### src/rtl/dsm_pkg.sv
// Shared definitions for the delta-sigma DAC modulator: legal order values,
// feedback magnitude and the saturating adder used by every integrator.
package dsm_pkg;

  localparam int ORDER_FIRST  = 1;
  localparam int ORDER_SECOND = 2;

  // Feedback magnitude: one full-scale step of a DATA_WIDTH-bit signed sample.
  function automatic longint fb_mag(input int data_width);
    return longint'(1) <<< (data_width - 1);
  endfunction

  // Adds two values and clamps the result into an acc_width-bit signed range.
  function automatic longint sat_add(input longint a, input longint b, input int acc_width);
    longint s;
    longint hi;
    longint lo;
    s  = a + b;
    hi = (longint'(1) <<< (acc_width - 1)) - longint'(1);
    lo = -(longint'(1) <<< (acc_width - 1));
    if (s > hi) begin
      s = hi;
    end else if (s < lo) begin
      s = lo;
    end
    return s;
  endfunction

  // True when sat_add would have had to clamp the same operands.
  function automatic logic sat_clamped(input longint a, input longint b, input int acc_width);
    return sat_add(a, b, acc_width) != (a + b);
  endfunction

endpackage

### src/rtl/dsm_sat_integrator.sv
// One enable-gated saturating accumulator: acc <= sat(acc + in - fb).
// The clamp flag is only raised in cycles where the accumulator advances.
module dsm_sat_integrator
  import dsm_pkg::*;
#(
  parameter int ACC_WIDTH = 20
) (
  input  logic                        i_clk,
  input  logic                        i_rst,
  input  logic                        i_en,
  input  logic signed [ACC_WIDTH-1:0] i_in,
  input  logic signed [ACC_WIDTH-1:0] i_fb,
  output logic signed [ACC_WIDTH-1:0] o_acc,
  output logic                        o_clamp
);

  logic signed [ACC_WIDTH-1:0] r_acc;
  logic signed [ACC_WIDTH+1:0] w_part;
  logic signed [ACC_WIDTH-1:0] w_next;
  logic                        w_hit;

  // Two guard bits keep acc + in - fb exact before the clamp.
  assign w_part = {{2{r_acc[ACC_WIDTH-1]}}, r_acc} + {{2{i_in[ACC_WIDTH-1]}}, i_in};
  assign w_next = ACC_WIDTH'(sat_add(longint'(w_part), -longint'(i_fb), ACC_WIDTH));
  assign w_hit  = sat_clamped(longint'(w_part), -longint'(i_fb), ACC_WIDTH);

  // Accumulator register: frozen while disabled, cleared by reset.
  always_ff @(posedge i_clk) begin
    if (i_rst) begin
      r_acc <= '0;
    end else if (i_en) begin
      r_acc <= w_next;
    end
  end

  assign o_acc   = r_acc;
  assign o_clamp = i_en & w_hit;

endmodule

### src/rtl/dsm_dac_hd.sv
// Delta-sigma DAC modulator (order 1 or 2) with OSR sample pacing, a one-entry
// valid/ready input buffer, saturating integrators, a sticky overflow flag and
// an underrun pulse for starved sample slots.
module dsm_dac_hd
  import dsm_pkg::*;
#(
  parameter int DATA_WIDTH = 16,
  parameter int ACC_WIDTH  = DATA_WIDTH + 4,
  parameter int ORDER      = 2,
  parameter int OSR        = 64
) (
  input  logic                         i_clk,
  input  logic                         i_rst,
  input  logic                         i_en,
  input  logic signed [DATA_WIDTH-1:0] i_data,
  input  logic                         i_valid,
  output logic                         o_ready,
  input  logic                         i_clr_overflow,
  output logic                         o_dac_bitstream,
  output logic                         o_underrun,
  output logic                         o_overflow
);

  localparam int CNT_W = $clog2(OSR);
  localparam logic signed [ACC_WIDTH-1:0] FB_POS   = ACC_WIDTH'(fb_mag(DATA_WIDTH));
  localparam logic signed [ACC_WIDTH-1:0] FB_NEG   = -FB_POS;
  localparam logic signed [ACC_WIDTH-1:0] ACC_ZERO = '0;

  if (ORDER != ORDER_FIRST && ORDER != ORDER_SECOND) begin : g_bad_order
    $error("dsm_dac_hd: ORDER must be 1 or 2");
  end
  if (ACC_WIDTH < DATA_WIDTH + 2 || ACC_WIDTH + 2 > 64) begin : g_bad_acc
    $error("dsm_dac_hd: ACC_WIDTH must be in DATA_WIDTH+2 .. 62");
  end
  if (OSR < 2) begin : g_bad_osr
    $error("dsm_dac_hd: OSR must be at least 2");
  end

  logic [CNT_W-1:0]             r_cnt;
  logic                         w_strobe;
  logic                         w_accept;
  logic signed [DATA_WIDTH-1:0] r_pend;
  logic                         r_pend_vld;
  logic signed [DATA_WIDTH-1:0] r_sample;
  logic                         r_underrun;
  logic                         r_overflow;
  logic signed [ACC_WIDTH-1:0]  w_sample_ext;
  logic signed [ACC_WIDTH-1:0]  w_fb;
  logic                         w_bit;
  logic signed [ACC_WIDTH-1:0]  w_in  [ORDER];
  logic signed [ACC_WIDTH-1:0]  w_acc [ORDER];
  logic [ORDER-1:0]             w_clamp;

  assign w_strobe = i_en && (r_cnt == CNT_W'(OSR - 1));
  assign w_accept = i_valid && !r_pend_vld;
  assign o_ready  = !r_pend_vld;

  // OSR pacing counter: advances only when enabled, wraps after OSR-1.
  always_ff @(posedge i_clk) begin
    if (i_rst) begin
      r_cnt <= '0;
    end else if (i_en) begin
      r_cnt <= w_strobe ? '0 : r_cnt + CNT_W'(1);
    end
  end

  // One-entry input buffer; accept and drain are mutually exclusive because
  // accept needs the buffer empty and drain needs it full.
  always_ff @(posedge i_clk) begin
    if (i_rst) begin
      r_pend     <= '0;
      r_pend_vld <= 1'b0;
    end else if (w_accept) begin
      r_pend     <= i_data;
      r_pend_vld <= 1'b1;
    end else if (w_strobe && r_pend_vld) begin
      r_pend_vld <= 1'b0;
    end
  end

  // Modulator input sample: reloaded on a strobe, held when starved.
  always_ff @(posedge i_clk) begin
    if (i_rst) begin
      r_sample <= '0;
    end else if (w_strobe && r_pend_vld) begin
      r_sample <= r_pend;
    end
  end

  // Underrun pulse, one cycle after a strobe that found no pending sample.
  always_ff @(posedge i_clk) begin
    if (i_rst) begin
      r_underrun <= 1'b0;
    end else begin
      r_underrun <= w_strobe && !r_pend_vld;
    end
  end

  // Sticky overflow: a clamp in the same cycle beats a clear request.
  always_ff @(posedge i_clk) begin
    if (i_rst) begin
      r_overflow <= 1'b0;
    end else if (|w_clamp) begin
      r_overflow <= 1'b1;
    end else if (i_clr_overflow) begin
      r_overflow <= 1'b0;
    end
  end

  assign w_sample_ext = {{(ACC_WIDTH - DATA_WIDTH){r_sample[DATA_WIDTH-1]}}, r_sample};

  // Quantizer reads the registered last integrator directly (sign test), so
  // the bitstream carries no extra register stage.
  assign w_bit = (w_acc[ORDER-1] >= ACC_ZERO);
  assign w_fb  = w_bit ? FB_POS : FB_NEG;

  // Integrator chain; stage k>0 consumes the pre-update value of stage k-1.
  for (genvar k = 0; k < ORDER; k++) begin : g_int
    if (k == 0) begin : g_first
      assign w_in[k] = w_sample_ext;
    end else begin : g_next
      assign w_in[k] = w_acc[k-1];
    end

    dsm_sat_integrator #(
      .ACC_WIDTH(ACC_WIDTH)
    ) u_int (
      .i_clk  (i_clk),
      .i_rst  (i_rst),
      .i_en   (i_en),
      .i_in   (w_in[k]),
      .i_fb   (w_fb),
      .o_acc  (w_acc[k]),
      .o_clamp(w_clamp[k])
    );
  end

  assign o_dac_bitstream = w_bit;
  assign o_underrun      = r_underrun;
  assign o_overflow      = r_overflow;

endmodule
### config.mk
export PLATFORM = sky130hd
export DESIGN_NAME = dsm_dac_hd
export DESIGN_NICKNAME = d
export VERILOG_FILES = /design/src/rtl/dsm_pkg.sv /design/src/rtl/dsm_sat_integrator.sv /design/src/rtl/dsm_dac_hd.sv
export SDC_FILE = /design/constraint.sdc
export NUM_CORES = 1
export LEC_CHECK = 0
export CORE_MARGIN = 8
export CORE_UTILIZATION = 55
export CTS_CLUSTER_DIAMETER = 50
export DETAILED_ROUTE_END_ITERATION = 10
export GPL_ROUTABILITY_DRIVEN = 0
export PLACE_DENSITY_LB_ADDON = 0.3
export SKIP_CTS_REPAIR_TIMING = 1
export SYNTH_ARGS = -nofsm -noshare
export SYNTH_HDL_FRONTEND = slang
export SYNTH_HIERARCHICAL = 1
export SYNTH_SLANG_ARGS = --single-unit
### constraint.sdc
create_clock -name i_clk -period 5.5 [get_ports i_clk]
set_clock_uncertainty 0.05 [all_clocks]
set_input_delay 0.825 -clock i_clk [delete_from_list [all_inputs] [get_ports i_clk]]
set_output_delay 0.825 -clock i_clk [all_outputs]
set_load 0.02 [all_outputs]
==> flow_metrics.tcl, run 1 <==
set metrics [dict create \
    run_status "complete, no violations" \
    worst-slew-pin-transition_ns 0.978 \
    global_route.peak_usage_layer "met2" \
    critical_path_arrival_ns 5.53 \
    antenna-diode-count 0 \
    mappedNetlistArea_sq_um 8070 \
    holdCritPathClass "flop to flop" \
    place.port_buffers 24 \
    layout.cells.most_common "sky130_fd_sc_hd__inv_1" \
    cts_max_path_buffers 2 \
    worst_setup_path_start_kind "flop" \
    drive_gt1_share_pct 16.1 \
    overflow_left_after_global_routing 0 \
    n_fill_cell 1258 \
    cts_inserted_buffers 9 \
    final_min_period_over_clock_period_pct 97.1 \
    timing.final.setup_violations 0 \
    detailedRoute.firstIterationViolations 571 \
    yosys_register_bits 81 \
    finish.net_count 1204 \
    clk_pin_slew_ns 0.06 \
    drtPass1Iterations 5 \
    cts_num_sinks 81 \
    layout_common_cells "sky130_fd_sc_hd__inv_1, sky130_fd_sc_hd__dfxtp_1, sky130_fd_sc_hd__buf_4, sky130_fd_sc_hd__nand2_1, sky130_fd_sc_hd__a21oi_1" \
    placedCellCount 1241 \
    routed-via-count 6998 \
    max_cap_violations 0 \
    synth.distinct_cells 75 \
    clock_tree_from_tritoncts "built" \
    ys.warnings.count 6 \
    netlist_instances 968 \
    layout-area-overhead-vs-synth_pct 18.2 \
    grtUsageMet3_pct 1.95 \
    floorplan.initialDensity_pct 56.0 \
    grtUsageMet1_pct 25.6 \
    setup_ws_ns 0.157 \
    synth-seq-area-share_pct 20.1 \
    syn_avg_cell_area_sq_um 8.34 \
    grt.total_usage_pct 19.6 \
    clock_tree.root_cell "sky130_fd_sc_hd__clkbuf_16" \
    ant_nets 0 \
    met2_usage_pct 33.0 \
    wire_per_inst_microns 14.7 \
    die_area_sq_um 18800 \
    post-route-min-period_ns 5.34 \
    synthFlopType "sky130_fd_sc_hd__dfxtp_1" \
    fin_cells 1260 \
    worst-path-max-fanout 9 \
    clock_insertion_delay_worst_skew_ns 0.33 \
    cp-end-kind "flop" \
    core.rowCount 44 \
    design.core.area_sq_um 14400 \
    critical_path_class "flop to flop" \
    slew_viol_final 0 \
    post_synth_edffs 0 \
    grt_pass1_vias 6805 \
    utilization_pct 66.1 \
    die-width_microns 137 \
    route.final.wire_length_microns 18500 \
    cp_data_required_time_ns 5.68 \
    fmaxAchievable_mhz 187 \
    routed_via_density 5.55 \
    grt_first_pass_wirelength_microns 30400 \
    io-pin-count 25 \
    number_of_hold_violations_in_the_final_report 0 \
    htree_levels 3 \
    detailed_placement_hpwl_microns 14300 \
    dp_worst_setup_slack_ns -0.157 \
    height_of_the_die_microns 137 \
    synth-async-reset-ratio_pct 0 \
    pin_count_of_the_biggest_net_entering_global_routing 58 \
    slew_headroom_pct 34.8 \
    grt_antenna_before_repair 0 \
    remaining_drc_errors 0 \
]
-- synth_stat cells, types with 14 or more instances --
library cell / instances / area (sq um)
sky130_fd_sc_hd__nor2_1: 44 / 165
sky130_fd_sc_hd__a21oi_1: 68 / 340
sky130_fd_sc_hd__inv_1: 164 / 616
sky130_fd_sc_hd__nand2b_1: 59 / 369
sky130_fd_sc_hd__a221oi_1: 26 / 228
sky130_fd_sc_hd__clkbuf_1: 29 / 109
sky130_fd_sc_hd__fa_1: 64 / 1280
sky130_fd_sc_hd__xnor2_1: 14 / 123
sky130_fd_sc_hd__dfxtp_1: 81 / 1620
sky130_fd_sc_hd__xor2_1: 20 / 175
sky130_fd_sc_hd__ha_1: 47 / 588
sky130_fd_sc_hd__o21ai_0: 30 / 150
sky130_fd_sc_hd__mux2i_1: 17 / 170
sky130_fd_sc_hd__or2_2: 15 / 93.8
sky130_fd_sc_hd__nand2_1: 66 / 248
sky130_fd_sc_hd__a211oi_1: 19 / 143
-- final cells by class --
type / count / area [sq um] / share of cell area, %
clock inverters: 6 / 36.3 / 0.380
clock buffers: 9 / 225 / 2.36
well taps: 184 / 230 / 2.41
repair buffers: 99 / 815 / 8.54
flip-flops and latches: 81 / 1620 / 17.0
multi-input cells: 717 / 5990 / 62.8
inverters: 164 / 619 / 6.49
-- sequential cells by signal (all words and copies together), names as in the netlist --
register	cells
o_underrun	1
r_pend	16
r_cnt	6
g_int.u_int/o_acc	40
r_pend_vld	1
r_sample	16
o_overflow	1
-- metal layers --
layer,share of wire (%),vias up
li1,-,3495
met1,47,3291
met2,48,171
met3,3.6,41
met4,2.3,0
met5,0,-
-- cells by family after synthesis --
logic type	count (synthesis)	share of synthesized area (%)
and+or+nand+nor	292	20.6
xor gates and xnor gates	34	3.69
buffers and inverters	200	9.83
adders and majority gates	111	23.2
AOI/OAI and AO/OA	230	20.3
DFF	81	20.1
other	2	0.0930
muxes	18	2.25
-- stage by stage --
| stage | setup TNS [ns] | hold slack [ns] | instance area [sq um] |
|---|---|---|---|
| floorplan | 0 | 0.387 | 8220 |
| global placement | -0.0391 | 0.392 | 9050 |
| detailed placement | -0.598 | 0.397 | 9050 |
| CTS | -1.43 | 0.405 | 9310 |
| global route | -0.0438 | 0.426 | 9540 |
| finish | 0 | 0.404 | 9540 |
-- critical path, stage by stage (launching register included) --
cell	delay [ns]
sky130_fd_sc_hd__dfxtp_2	0.32
sky130_fd_sc_hd__inv_1	0.05
sky130_fd_sc_hd__fa_1	0.53
sky130_fd_sc_hd__inv_1	0.04
sky130_fd_sc_hd__ha_1	0.30
sky130_fd_sc_hd__a21o_1	0.22
sky130_fd_sc_hd__a21bo_1	0.24
sky130_fd_sc_hd__a2111oi_4	0.33
sky130_fd_sc_hd__a211oi_2	0.17
sky130_fd_sc_hd__buf_4	0.19
sky130_fd_sc_hd__a211oi_1	0.26
sky130_fd_sc_hd__fa_1	0.50
sky130_fd_sc_hd__nor4b_2	0.31
sky130_fd_sc_hd__nand2_1	0.13
sky130_fd_sc_hd__nor4_2	0.23
sky130_fd_sc_hd__nand3_1	0.14
sky130_fd_sc_hd__or2_4	0.28
sky130_fd_sc_hd__ha_4	0.27
sky130_fd_sc_hd__buf_6	0.14
sky130_fd_sc_hd__or2_2	0.28
sky130_fd_sc_hd__a221oi_1	0.25
-- worst paths after layout --
path | start | end | slack, ns | cells after the start
min | r_pend[5]$_SDFFE_PP0P_ | r_pend[5]$_SDFFE_PP0P_ | 0.40 | 2
max | r_sample[7]$_SDFFE_PP0P_ | g_int[0].u_int/o_acc[12]$_SDFFE_PP0P_ | 0.16 | 20
min reg2reg | r_pend[5]$_SDFFE_PP0P_ | r_pend[5]$_SDFFE_PP0P_ | 0.40 | 2
max reg2reg | r_sample[7]$_SDFFE_PP0P_ | g_int[0].u_int/o_acc[12]$_SDFFE_PP0P_ | 0.16 | 20
Power of run 1 is left out: the tool's default activity adds up to more than one toggle a clock period on the data nets, which glitch-free logic cannot reach.
==> run 2, diff against run 1 <==
- CAP_MARGIN: not set -> 10
==> results of run 2 <==
No change in the layout: final DEF, timing and power equal those of run 1.
Power of run 2 is left out for the same reason.
==> run 3, diff against run 2 <==
- CORE_MARGIN: 8 -> not set
==> run 3 against run 2 <==
  * Critical endpoint is now g_int[0].u_int/o_acc[11]$_SDFFE_PP0P_
  * First-iteration DRC count shrank 12%
  * Final cell count about the same
  * Flip-flop and latch count is the same
  * Non-clock buffer count increased by 4
  * Register-to-register slack worse by 0.02 ns
  * Worst setup slack worse by 0.022 ns
  * Highest routed layer unchanged
  * Maximum frequency fell by 0.42%
==> flow_metrics.tcl, run 3 (same netlist as run 1, synthesis figures left out) <==
set metrics [dict create \
    antenna-diode-count 0 \
    height_of_the_die_microns 123 \
    core.rowCount 43 \
    detailedRoute.firstIterationViolations 504 \
    floorplan.initialDensity_pct 57.3 \
    clock_tree.root_cell "sky130_fd_sc_hd__clkbuf_16" \
    slew_viol_final 0 \
    source_of_the_worst_register_to_register_timing_path "r_sample[7]$_SDFFE_PP0P_" \
    grt_pass1_vias 6694 \
    routed_via_density 5.51 \
    crit_path_max_incr_delay_ns 0.55 \
    post-route-min-period_ns 5.37 \
    drtPass1Iterations 5 \
    drive_gt1_share_pct 16.6 \
    detailed_placement_hpwl_microns 14100 \
    timing.final.setup_violations 0 \
    clock_insertion_delay_worst_skew_ns 0.34 \
    layout_common_cells "sky130_fd_sc_hd__inv_1, sky130_fd_sc_hd__dfxtp_1, sky130_fd_sc_hd__buf_4, sky130_fd_sc_hd__nand2_1, sky130_fd_sc_hd__fa_1" \
    cts_num_sinks 81 \
    worst_hold_path.num_cells 2 \
    run_status "complete, no violations" \
    place.port_buffers 24 \
    max_cap_violations 0 \
    io-pin-count 25 \
    grt.total_usage_pct 25.2 \
    multi_input_area_sq_um 6000 \
    finish.net_count 1208 \
    area.sequential_sq_um 1620 \
    regToRegEndpoint "g_int[0].u_int/o_acc[11]$_SDFFE_PP0P_" \
    htree_levels 3 \
    cp-end-kind "flop" \
    hold_path_startpoint "r_pend[5]$_SDFFE_PP0P_" \
    remaining_drc_errors 0 \
    die_area_sq_um 15200 \
    pin_count_of_the_biggest_net_entering_global_routing 58 \
    worst_setup_path_start_kind "flop" \
    ant_nets 0 \
    utilization_pct 68.4 \
    critical_path_arrival_ns 5.56 \
    timing.hold.worst_endpoint "r_pend[5]$_SDFFE_PP0P_" \
    final_min_period_over_clock_period_pct 97.5 \
    number_of_hold_violations_in_the_final_report 0 \
    clock_tree_from_tritoncts "built" \
    design.core.area_sq_um 14100 \
    largest_register_ff_count 40 \
    cp_data_required_time_ns 5.70 \
    slew_headroom_pct 34.1 \
    holdCritPathClass "flop to flop" \
    clk_pin_slew_ns 0.06 \
    cts_inserted_buffers 9 \
    layout-area-overhead-vs-synth_pct 19.4 \
    worst-slew-pin-transition_ns 0.989 \
    layout.cells.most_common "sky130_fd_sc_hd__inv_1" \
    cp_top_family "simple AND/OR/NAND/NOR gates" \
    grt_antenna_before_repair 0 \
    overflow_left_after_global_routing 0 \
    critical_path_buf_inv_count 4 \
    n_fill_cell 1159 \
    setup.reg_to_reg.worst_slack_ns 0.13 \
    cp_num_cells 20 \
    post_route_setup_tns_ns 0 \
    wire_per_inst_microns 14.4 \
    route.final.wire_length_microns 18100 \
    grt_first_pass_wirelength_microns 30300 \
    timing.reg2reg.worst_path_depth 20 \
    fmaxAchievable_mhz 186 \
    worst-path-max-fanout 6 \
    crit_chain "inv_1 -> fa_1 -> inv_1 -> ha_1 -> a21o_1 -> a21bo_1 -> a2111oi_4 -> a211oi_2 -> buf_4 -> a211oi_2 -> fa_1 -> nand4b_1 -> or4_2 -> nor4_2 -> nand3_1 -> or2_4 -> ha_4 -> buf_4 -> or2_2 -> a221oi_2" \
    crit_slowest_cell "sky130_fd_sc_hd__or4_2" \
    critical_path_class "flop to flop" \
    cts_max_path_buffers 2 \
    routed-via-count 6949 \
    die-width_microns 123 \
]
==> run 3: cell types whose count changed in the layout (fill, tap and decap cells not counted), moves of 2 or more <==
cell                       delta
sky130_fd_sc_hd__buf_4        +5
sky130_fd_sc_hd__clkbuf_8     +5
sky130_fd_sc_hd__clkinv_2     -4
sky130_fd_sc_hd__a21oi_1      -3
sky130_fd_sc_hd__a21oi_2      +2
sky130_fd_sc_hd__a221oi_1     -2
sky130_fd_sc_hd__a221oi_2     +2
sky130_fd_sc_hd__nor4b_1      +2
sky130_fd_sc_hd__nor4b_2      -2
sky130_fd_sc_hd__o21ai_0      +2
==> run 3: through the flow <==
stage                     cells  instance area [sq um]  worst slack [ns]  hold slack (ns)
after floorplan             998                   8220            0.0233            0.387
after global placement     1236                   9040           -0.0315            0.392
after detailed placement   1236                   9040            -0.203            0.397
after CTS                  1252                   9360            -0.219            0.405
after global routing       1261                   9640           -0.0470            0.418
final                      1261                   9640             0.135            0.403
==> run 3: worst reg2reg max path: cells and delay by family (launching register included) <==
| kind | cells | cell delay (ns) |
|---|---|---|
| AO/OA/AOI/OAI | 6 | 1.32 |
| buffers and inverters | 4 | 0.43 |
| adder cells (fa/ha/maj) | 4 | 1.56 |
| AND/OR/NAND/NOR | 6 | 1.58 |
| flip-flops | 1 | 0.33 |
==> run 3: area by class of cell <==
class | instances | area share (%)
Clock buffer | 15 | 3.09
Tap cell | 180 | 2.34
Multi-Input combinational cell | 717 | 62.2
Sequential cell | 81 | 16.8
Clock inverter | 1 | 0.312
Timing Repair Buffer | 103 | 8.72
Inverter | 164 | 6.46
==> run 3: metal layers <==
metal | up-vias | global-route usage (%) | share of wire [%]
li1 | 3496 | - | -
met1 | 3294 | 32.8 | 46
met2 | 130 | 42.8 | 49
met3 | 29 | 2.44 | 2.7
met4 | 0 | 9.94 | 2.0
met5 | - | 0 | 0
==> run 3: how the worst max path moves through the flow <==
stage,slack (ns),startpoint,endpoint
3_5_place_dp,-0.20,r_sample[9]$_SDFFE_PP0P_,g_int[0].u_int/o_acc[6]$_SDFFE_PP0P_
6_report,0.13,r_sample[7]$_SDFFE_PP0P_,g_int[0].u_int/o_acc[11]$_SDFFE_PP0P_
3_3_place_gp,-0.03,r_sample[7]$_SDFFE_PP0P_,g_int[0].u_int/o_acc[6]$_SDFFE_PP0P_
2_1_floorplan,0.02,g_int[1].u_int/o_acc[19]$_SDFFE_PP0P_,g_int[0].u_int/o_acc[15]$_SDFFE_PP0P_
4_1_cts,-0.22,r_sample[9]$_SDFFE_PP0P_,g_int[0].u_int/o_acc[6]$_SDFFE_PP0P_
5_1_grt,-0.05,r_sample[7]$_SDFFE_PP0P_,g_int[0].u_int/o_acc[5]$_SDFFE_PP0P_
Power of run 3 is left out for the same reason.
